$ cat src/rtl/arith_reservation_station.sv
// arith_reservation_station
//   Data-capture issue queue that sits in front of arithmetic_pipeline. Dispatched
//   ALU ops wait here until operands A, B and the flags operand are all available.
//   The queue snoops the result bus (CDB) for wakeups. Each cycle it issues the
//   oldest fully-ready entry.
//
//   Entries are kept as a collapsing queue:
//     - Slot 0 holds the oldest entry.
//     - Slots [0, count) are occupied.
//     - Removing an entry shifts the younger entries down one slot.
//     - A new dispatch is appended at the tail.
//   This keeps strict acceptance order without age tags.
//
// Ports
//   clk, rst            clock; synchronous active-high reset
//   flush               drop every entry and any same-cycle dispatch
//   disp_*              dispatch request/payload; disp_ready = (count < DEPTH)
//   cdb_*               result broadcast: value tag/value and flags tag/value
//   issue_*             selected op toward the pipeline; data is 0 when issue_valid=0
module arith_reservation_station #(
  parameter int DEPTH = 8
) (
  input  logic       clk,
  input  logic       rst,
  input  logic       flush,
  input  logic       disp_valid,
  output logic       disp_ready,
  input  logic [3:0] disp_opcode,
  input  logic [4:0] disp_rob,
  input  logic [4:0] disp_dest,
  input  logic [4:0] disp_flag_dest,
  input  logic [7:0] disp_arch_dest,
  input  logic [4:0] disp_a_tag,
  input  logic [4:0] disp_b_tag,
  input  logic [4:0] disp_f_tag,
  input  logic       disp_a_rdy,
  input  logic       disp_b_rdy,
  input  logic       disp_f_rdy,
  input  logic [7:0] disp_a_val,
  input  logic [7:0] disp_b_val,
  input  logic [7:0] disp_f_val,
  input  logic       cdb_valid,
  input  logic [4:0] cdb_tag,
  input  logic [7:0] cdb_val,
  input  logic [4:0] cdb_flag_tag,
  input  logic [7:0] cdb_flag_val,
  output logic       issue_valid,
  output logic [3:0] issue_opcode,
  output logic [4:0] issue_rob,
  output logic [4:0] issue_dest,
  output logic [4:0] issue_flag_dest,
  output logic [7:0] issue_a_val,
  output logic [7:0] issue_b_val,
  output logic [7:0] issue_f_val,
  output logic [7:0] issue_arch_dest
);

  localparam int            CW      = $clog2(DEPTH + 1);
  localparam logic [CW-1:0] DEPTH_C = CW'(DEPTH);

  typedef struct packed {
    logic [3:0] opcode;
    logic [4:0] rob;
    logic [4:0] dest;
    logic [4:0] flag_dest;
    logic [7:0] arch_dest;
    logic [4:0] a_tag;
    logic [4:0] b_tag;
    logic [4:0] f_tag;
    logic       a_rdy;
    logic       b_rdy;
    logic       f_rdy;
    logic [7:0] a_val;
    logic [7:0] b_val;
    logic [7:0] f_val;
  } ent_t;

  // Capture any waiting operand whose tag is on the CDB this cycle. A and B are
  // compared independently, so one broadcast can satisfy both.
  function automatic ent_t wake(input ent_t e, input logic v,
                                input logic [4:0] t,  input logic [7:0] d,
                                input logic [4:0] ft, input logic [7:0] fd);
    ent_t r;
    r = e;
    if (v && !e.a_rdy && e.a_tag == t) begin
      r.a_rdy = 1'b1;
      r.a_val = d;
    end
    if (v && !e.b_rdy && e.b_tag == t) begin
      r.b_rdy = 1'b1;
      r.b_val = d;
    end
    if (v && !e.f_rdy && e.f_tag == ft) begin
      r.f_rdy = 1'b1;
      r.f_val = fd;
    end
    return r;
  endfunction

  ent_t          ent_p0 [DEPTH];
  ent_t          woken  [DEPTH];
  ent_t          ent_n  [DEPTH];
  ent_t          disp_raw;
  ent_t          disp_ent;
  ent_t          sel_ent;
  logic [CW-1:0] count_p0;
  logic [CW-1:0] count_n;
  logic [CW-1:0] ins_pos;
  logic          sel_found;
  int            sel_i;
  logic          disp_fire;

  assign disp_ready = (count_p0 < DEPTH_C);

  // Oldest-ready select, built from registered state only.
  // The downward scan leaves the lowest ready slot (the oldest) as the winner.
  always_comb begin
    sel_found = 1'b0;
    sel_i     = 0;
    sel_ent   = '0;
    for (int i = DEPTH - 1; i >= 0; i--) begin
      if (i < int'(count_p0) && ent_p0[i].a_rdy && ent_p0[i].b_rdy && ent_p0[i].f_rdy) begin
        sel_found = 1'b1;
        sel_i     = i;
        sel_ent   = ent_p0[i];
      end
    end
  end

  assign issue_valid     = sel_found;
  assign issue_opcode    = sel_ent.opcode;
  assign issue_rob       = sel_ent.rob;
  assign issue_dest      = sel_ent.dest;
  assign issue_flag_dest = sel_ent.flag_dest;
  assign issue_a_val     = sel_ent.a_val;
  assign issue_b_val     = sel_ent.b_val;
  assign issue_f_val     = sel_ent.f_val;
  assign issue_arch_dest = sel_ent.arch_dest;

  // The incoming op is run through the same CDB compare as resident entries,
  // so a broadcast coinciding with dispatch is not missed.
  always_comb begin
    disp_raw           = '0;
    disp_raw.opcode    = disp_opcode;
    disp_raw.rob       = disp_rob;
    disp_raw.dest      = disp_dest;
    disp_raw.flag_dest = disp_flag_dest;
    disp_raw.arch_dest = disp_arch_dest;
    disp_raw.a_tag     = disp_a_tag;
    disp_raw.b_tag     = disp_b_tag;
    disp_raw.f_tag     = disp_f_tag;
    disp_raw.a_rdy     = disp_a_rdy;
    disp_raw.b_rdy     = disp_b_rdy;
    disp_raw.f_rdy     = disp_f_rdy;
    disp_raw.a_val     = disp_a_val;
    disp_raw.b_val     = disp_b_val;
    disp_raw.f_val     = disp_f_val;
    disp_ent = wake(disp_raw, cdb_valid, cdb_tag, cdb_val, cdb_flag_tag, cdb_flag_val);
    for (int i = 0; i < DEPTH; i++) begin
      woken[i] = wake(ent_p0[i], cdb_valid, cdb_tag, cdb_val, cdb_flag_tag, cdb_flag_val);
    end
  end

  // Next queue image:
  //   1. Wake every resident entry against the CDB.
  //   2. Close the gap left by the issued entry by shifting younger entries down.
  //   3. Append the dispatch at the new tail.
  always_comb begin
    disp_fire = disp_valid && disp_ready && !flush;
    ins_pos   = count_p0 - CW'(sel_found);
    for (int i = 0; i < DEPTH; i++) begin
      ent_n[i] = woken[i];
    end
    for (int i = 0; i < DEPTH - 1; i++) begin
      if (sel_found && i >= sel_i) begin
        ent_n[i] = woken[i + 1];
      end
    end
    for (int i = 0; i < DEPTH; i++) begin
      if (disp_fire && i == int'(ins_pos)) begin
        ent_n[i] = disp_ent;
      end
    end
    count_n = count_p0 - CW'(sel_found) + CW'(disp_fire);
  end

  // ---- stage p0: occupancy (control, reset) and entry payload (no reset) ----
  always_ff @(posedge clk) begin
    if (rst || flush) begin
      count_p0 <= '0;
    end else begin
      count_p0 <= count_n;
    end
  end

  // Slots at or above count are never read, so payload needs no reset.
  always_ff @(posedge clk) begin
    ent_p0 <= ent_n;
  end

  always_ff @(posedge clk) begin
    if (!rst) begin
      assert (count_p0 <= DEPTH_C);
      assert (!(sel_found && count_p0 == '0));
      assert (!(disp_fire && !sel_found && count_p0 == DEPTH_C));
    end
  end

endmodule

$ cat config.mk
export PLATFORM = sky130hd
export DESIGN_NAME = arith_reservation_station
export DESIGN_NICKNAME = d
export VERILOG_FILES = /design/src/rtl/arith_reservation_station.sv
export SDC_FILE = /design/constraint.sdc
export NUM_CORES = 1
export LEC_CHECK = 0
export ABC_CLOCK_PERIOD_IN_PS = 10190
export CAP_MARGIN = 25
export CORE_AREA = 2 2 321 323
export CTS_CLUSTER_SIZE = 40
export DETAILED_ROUTE_END_ITERATION = 16
export DIE_AREA = 0 0 323 325
export SKIP_CTS_REPAIR_TIMING = 1
export SLEW_MARGIN = 20
export SYNTH_ARGS = -nofsm -noshare
export SYNTH_HDL_FRONTEND = slang
export SYNTH_SLANG_ARGS = --single-unit
$ cat constraint.sdc
create_clock -name clk -period 10.19 [get_ports clk]
set_input_delay 2.5475 -clock clk [delete_from_list [all_inputs] [get_ports clk]]
set_output_delay 2.5475 -clock clk [all_outputs]
set_load 0.05 [all_outputs]
==> qor.txt, run 1 <==
fmax: 134 MHz
Tmin final: 7.46 ns
register area share after synthesis: 0.488
worst path required time: 7.64 ns
Post-synth ARST share: 0
Synth Net Count: 3141
leakage: 0.0119 uW
Worst-Margin Slew: 1.12 ns
Core ar.: 101000 sq um
CTS tree: yes
number of enable flip-flop cells after synthesis: 363
CTS root buf: clkbuf_16
Slew Limit Fails: 0
Fillers: 10300
DR WL/cell: 23.3 microns
DR vias: 24700
Power Total: 14300 uW
mean post-synth cell area: 9.96 sq um
Skew-Pair Late Insertion Delay: 0.63 ns
Startpoint Class: register
clock sink count: 556
Placer Congestion: 0.827
Crit Path Class: register to output pin
relative slew slack: 0.256
Die Ht: 325 microns
endpoints failing setup: 0
clock buffer depth: 3
Synth area leader: edfxtp_1
WL final: 104 mm
final worst-path cycle share: 0.733
first drt pass iteration count: 5
ranking of synthesized cells by area: edfxtp_1 (36%), dfxtp_1 (13%), nand2_1 (6.7%), o21ai_0 (6.0%), mux2_2 (5.0%)
Rows: 117
Mapped Area: 30200 sq um
antenna-violating nets left: 0
area delta synth->final: 16.1%
I/O pins: 153
vias in the first global route: 23800
power density over the cells: 408 nW/um^2
Synth Register Bits: 556
initial antenna violation count: 6
global-route wire length before repair: 154 mm
grt ovf: 0
Yosys cell types: 70
clock skew: 0.0279 ns
initial drt markers: 2357
nets: 3135
Critical Path End Type: output pin
top-area cell type share of the netlist area: 0.360
hold crit path type: register to register
Post-Syn Instances: 3037
die area: 105000 sq um
layout cells sized above 1: 0.124
number of buffers created by CTS: 66
most common cell after layout, fill and taps aside: nand2_1
DR vias/cell: 5.55
pin count of the biggest net entering global routing: 78
Reg clk slew, reported paths: 0.06 ns
Starting Density: 0.299
H-tree depth: 3
PnR worst setup slack: 2.73 ns
post-DP HPWL: 66.2 mm
Critical Path AT: 4.92 ns
Max IR drop VDD: 0.341 mV
hold slack: 0.516 ns
Setup TNS: 0 ns
RSZ-0062 raised after global routing: no
worst slack at placement: 3.48 ns
Max Cap Violations: 0
Reg area: 14800 sq um
outcome: complete, no violations
YS warnings: 0
die width: 323 microns
footprint of the multi-input gates: 14300 sq um
most frequent cells in the layout: nand2_1 (539), edfxtp_1 (363), o21ai_0 (361)
final hold vios: 0
# DRC: 0
top_reg_cell synth: edfxtp_1
IO buf count: 152
Max FO, Critical Path: 61
GR Util All Layers: 0.192
==> cells in the mapped netlist, types with 19 or more instances <==
cell,n
xor2_1,52
a221oi_1,55
a221o_1,53
a221oi_2,20
nand4_1,23
a21oi_1,37
a22o_1,90
xnor2_1,88
nand2_1,543
clkbuf_1,178
buf_4,19
nor2_1,142
edfxtp_1,363
a222oi_1,24
mux2_2,133
nor3_1,118
or3_1,25
mux2i_1,144
a22oi_1,51
o21ai_0,363
dfxtp_1,193
buf_2,74
o221ai_1,40
o21ai_1,34
==> final timing paths <==
path	start	endpoint	slack, ns	cells after the start
worst min-delay path	ent_p0[281]	ent_p0[350]	0.52	1
worst max-delay path	count_p0[3]	issue_a_val[7]	2.73	6
worst max register to register	count_p0[2]	ent_p0[249]	4.07	18
worst min register to register	ent_p0[281]	ent_p0[350]	0.52	1
==> layout make-up <==
type | count | share of cell area
sequential | 556 | 0.420
multi-input combinational | 2169 | 0.408
timing repair buffer | 220 | 0.0601
clock buffer | 96 | 0.0543
tap | 1368 | 0.0487
clock inverter | 21 | 0.00602
inverter | 18 | 0.00192
antenna | 3 | 0.000214
==> where the power goes <==
part           internal, uW  switching (uW)
Sequential             4230             677
Combinational          2280            4750
Clock                  1380             992
Total                  7890            6420
==> layer usage <==
layer  vias up  GRT usage  wire length (microns)
met5         -          0                     35
met4         6     0.0707                   3300
met3       205     0.0321                   7620
met2      1051      0.321                  49900
met1     12200      0.248                  42700
li1      11300          -                      -
==> flip-flops by register name, summed over array words and instances (netlist names) <==
| name | flops |
|---|---|
| count_p0 | 4 |
| ent_p0 | 552 |
==> cells by family (layout without fill, tap and decap cells) <==
kind of cell / count (synthesis) / count (layout) / share of synthesized area
compound gates: 817 / 817 / 0.188
mux: 277 / 277 / 0.0972
simple gates: 931 / 931 / 0.138
flops: 556 / 556 / 0.488
xor+xnor: 140 / 140 / 0.0405
buf+inv: 312 / 355 / 0.0466
fa+ha+maj: 4 / 4 / 0.00166
other cells: 0 / 3 / 0
==> through the flow <==
step                instances   util  area (sq um)
finish                   4451  0.347         35100
global route             4451  0.347         35100
CTS                      4446  0.346         35100
detailed placement       4329  0.325         33000
global placement         4326  0.325         32900
floorplan                3037      -         30200
==> critical path: stages (launching register included) <==
cell	delay (ns)
dfxtp_1	0.47
nor4_2	0.71
o22a_4	0.79
buf_4	0.42
o21ai_0	0.13
o21ai_0	0.80
clkdlybuf4s50_1	0.97
Power figures use the tool's default switching activity.
==> inputs of run 2 (changes only) <==
Settings changed: ABC_CLOCK_PERIOD_IN_PS 10190 to 7200.
Clock period 10.19 ns to 7.2 ns, I/O delays scaled along.
==> run 2 against run 1 <==
  * Combinational power is 44% higher
  * Clock-buffer cell count is 11 lower
  * Die area is the same
  * Cell area is 0.30% higher
  * First-iteration DRC count rose by 11%
  * Setup slack lost 1.8 ns
  * Routed wire length grew 3.8%
  * Sequential power rose by 42%
  * Register-to-register slack worse by 2.4 ns
  * Global-route usage rose by 0.71 points
  * Non-clock buffer count is 16 higher
  * Critical path depth unchanged
  * Critical path type unchanged
  * Largest power group unchanged
==> qor.txt, run 2 (same netlist as run 1, synthesis figures left out) <==
outcome: complete, no violations
global-route wire length before repair: 159 mm (+3.2%)
# DRC: 0 (unchanged)
DR WL/cell: 24.0 microns (+3.4%)
clock buffer depth: 3 (unchanged)
RR Endpoint: ent_p0[493]
nets: 3152 (+0.54%)
die area: 105000 sq um (unchanged)
Critical Path AT: 4.43 ns (-0.49 ns)
Die Ht: 325 microns (unchanged)
Worst R2R Setup Slack: 1.64 ns (-2.43 ns)
WL final: 107 mm (+3.8%)
R2R depth: 11 (-7)
net switching power: 9250 uW (+44%)
Max FO, Critical Path: 34 (-44%)
final hold vios: 0 (unchanged)
placed standard-cell area: 33100 sq um (+0.50%)
worst path required time: 5.40 ns (-2.24 ns)
most frequent cells in the layout: nand2_1 (539), edfxtp_1 (363), o21ai_0 (361)
area delta synth->final: 16.5%
CTS root buf: clkbuf_16
Pint: 11100 uW (+41%)
vias in the first global route: 24000 (+1.1%)
initial antenna violation count: 6 (unchanged)
Slew Limit Fails: 0 (unchanged)
DR vias/cell: 5.56 (+0.17%)
sequential power share: 0.343 (about the same)
Largest register FFs: 552 (unchanged)
Finished Cell Area: 35200 sq um (+0.30%)
power density over the cells: 579 nW/um^2 (+42%)
Worst Setup EP: issue_opcode[3]
Startpoint Class: register
die width: 323 microns (unchanged)
pin count of the biggest net entering global routing: 139 (+78%)
met1 Resource Use GR: 0.264 (+0.0158)
relative slew slack: 0.239 (-0.0170)
Worst Hold Depth: 1 (unchanged)
Placer Congestion: 0.860 (+3.9%)
endpoints failing setup: 0 (unchanged)
largest reg by FF count: ent_p0
final worst-path cycle share: 0.865
Tmin final: 6.23 ns
IO buf count: 152 (unchanged)
GR Util All Layers: 0.199 (+0.00714)
final non-filler cell total: 4470 (+0.43%)
Reg clk slew, reported paths: 0.06 ns (about the same)
leakage: 0.0120 uW (+0.51%)
Crit Path Class: register to output pin
layout cells sized above 1: 0.130 (+0.00625)
hold crit path type: register to register
CTS tree: yes
biggest regs: ent_p0 (552), count_p0 (4)
GR Util met2: 0.327 (+0.00606)
Starting Density: 0.299 (unchanged)
Max Cap Violations: 0 (unchanged)
H-tree depth: 3 (unchanged)
Inst Count DP: 4346 (+0.39%)
clock skew: 0.0287 ns (+0.000817 ns)
met3 Use GR: 0.0380 (+0.00591)
fmax: 161 MHz
Max IR drop VDD: 0.594 mV (+74%)
number of buffers created by CTS: 67 (+1.5%)
DR vias: 24900 (+0.60%)
most common cell after layout, fill and taps aside: nand2_1
Skew-Pair Late Insertion Delay: 0.63 ns (about the same)
Comb pwr share: 0.496 (+0.005)
I/O pins: 153 (unchanged)
share of total power in the clock network: 0.162 (-0.004)
clock sink count: 556 (unchanged)
Core ar.: 101000 sq um (unchanged)
Sw Ratio: 0.454 (+0.00574)
first drt pass iteration count: 9 (+4)
grt ovf: 0 (unchanged)
Worst-Margin Slew: 1.11 ns (-0.00620 ns)
Worst R2R Start: count_p0[3]
RSZ-0062 raised after global routing: no
initial drt markers: 2621 (+11%)
global route hottest layer: met2
hold slack: 0.515 ns (-0.000267 ns)
antenna-violating nets left: 0 (unchanged)
crit path from: count_p0[3]
Rows: 117 (unchanged)
Critical Path End Type: output pin
post-DP HPWL: 69.0 mm (+4.2%)
Setup TNS: 0 ns (unchanged)
-- run 2: changes by cell type in the layout (fill, tap and decap cells not counted), moves of 5 or more --
cell      change
clkinv_1      +5
clkbuf_1      -5
clkinv_2      +7
buf_12        +7
buf_4        +10
-- run 2: stage by stage --
| stage | utilization | total power, uW | setup WS (ns) |
|---|---|---|---|
| after global routing | 0.348 | 21400 | 0.744 |
| after CTS | 0.347 | 20300 | 1.02 |
| after global placement | 0.326 | 16800 | 1.66 |
| after floorplan | - | 13400 | 0.957 |
| final | 0.348 | 20400 | 0.975 |
| after detailed placement | 0.327 | 17000 | 1.69 |
-- run 2: worst min path at each step --
stage,from,endpoint
final,ent_p0[280],ent_p0[349]
after global routing,ent_p0[280],ent_p0[349]
after CTS,ent_p0[280],ent_p0[349]
after detailed placement,ent_p0[280],ent_p0[349]
after global placement,ent_p0[280],ent_p0[349]
after floorplan,ent_p0[277],ent_p0[346]
-- run 2: layout make-up --
| class | instances | area, sq um |
|---|---|---|
| sequential | 556 | 14800 |
| timing repair buffer | 236 | 2270 |
| clock buffer | 85 | 1780 |
| multi-input combinational | 2169 | 14300 |
| clock inverter | 37 | 290 |
| inverter | 18 | 67.6 |
| tap | 1368 | 1710 |
| fill | 10200 | 66100 |
| antenna | 1 | 2.50 |
-- run 2: power by group through the flow --
stage | Combinational [uW] | Sequential, uW | Clock, uW
finish | 10100 | 6990 | 3290
global route | 10800 | 7150 | 3460
CTS | 10000 | 6960 | 3340
detailed placement | 10000 | 7000 | 0
global placement | 9820 | 6990 | 0
floorplan | 6710 | 6710 | 0
-- run 2: worst max-delay path, cell delays in order, from the launching register on --
cell             delay, ns
dfxtp_1               0.46
nor4_2                0.75
o22a_4                0.51
buf_4                 0.40
o21ai_0               0.15
o31ai_1               0.59
clkdlybuf4s50_1       0.93
-- run 2: layer usage --
layer  part of all wire  routed length [microns]
met3              0.085                     9100
met1               0.41                    44300
met5            0.00060                       65
met4              0.028                     2980
met2               0.47                    51000
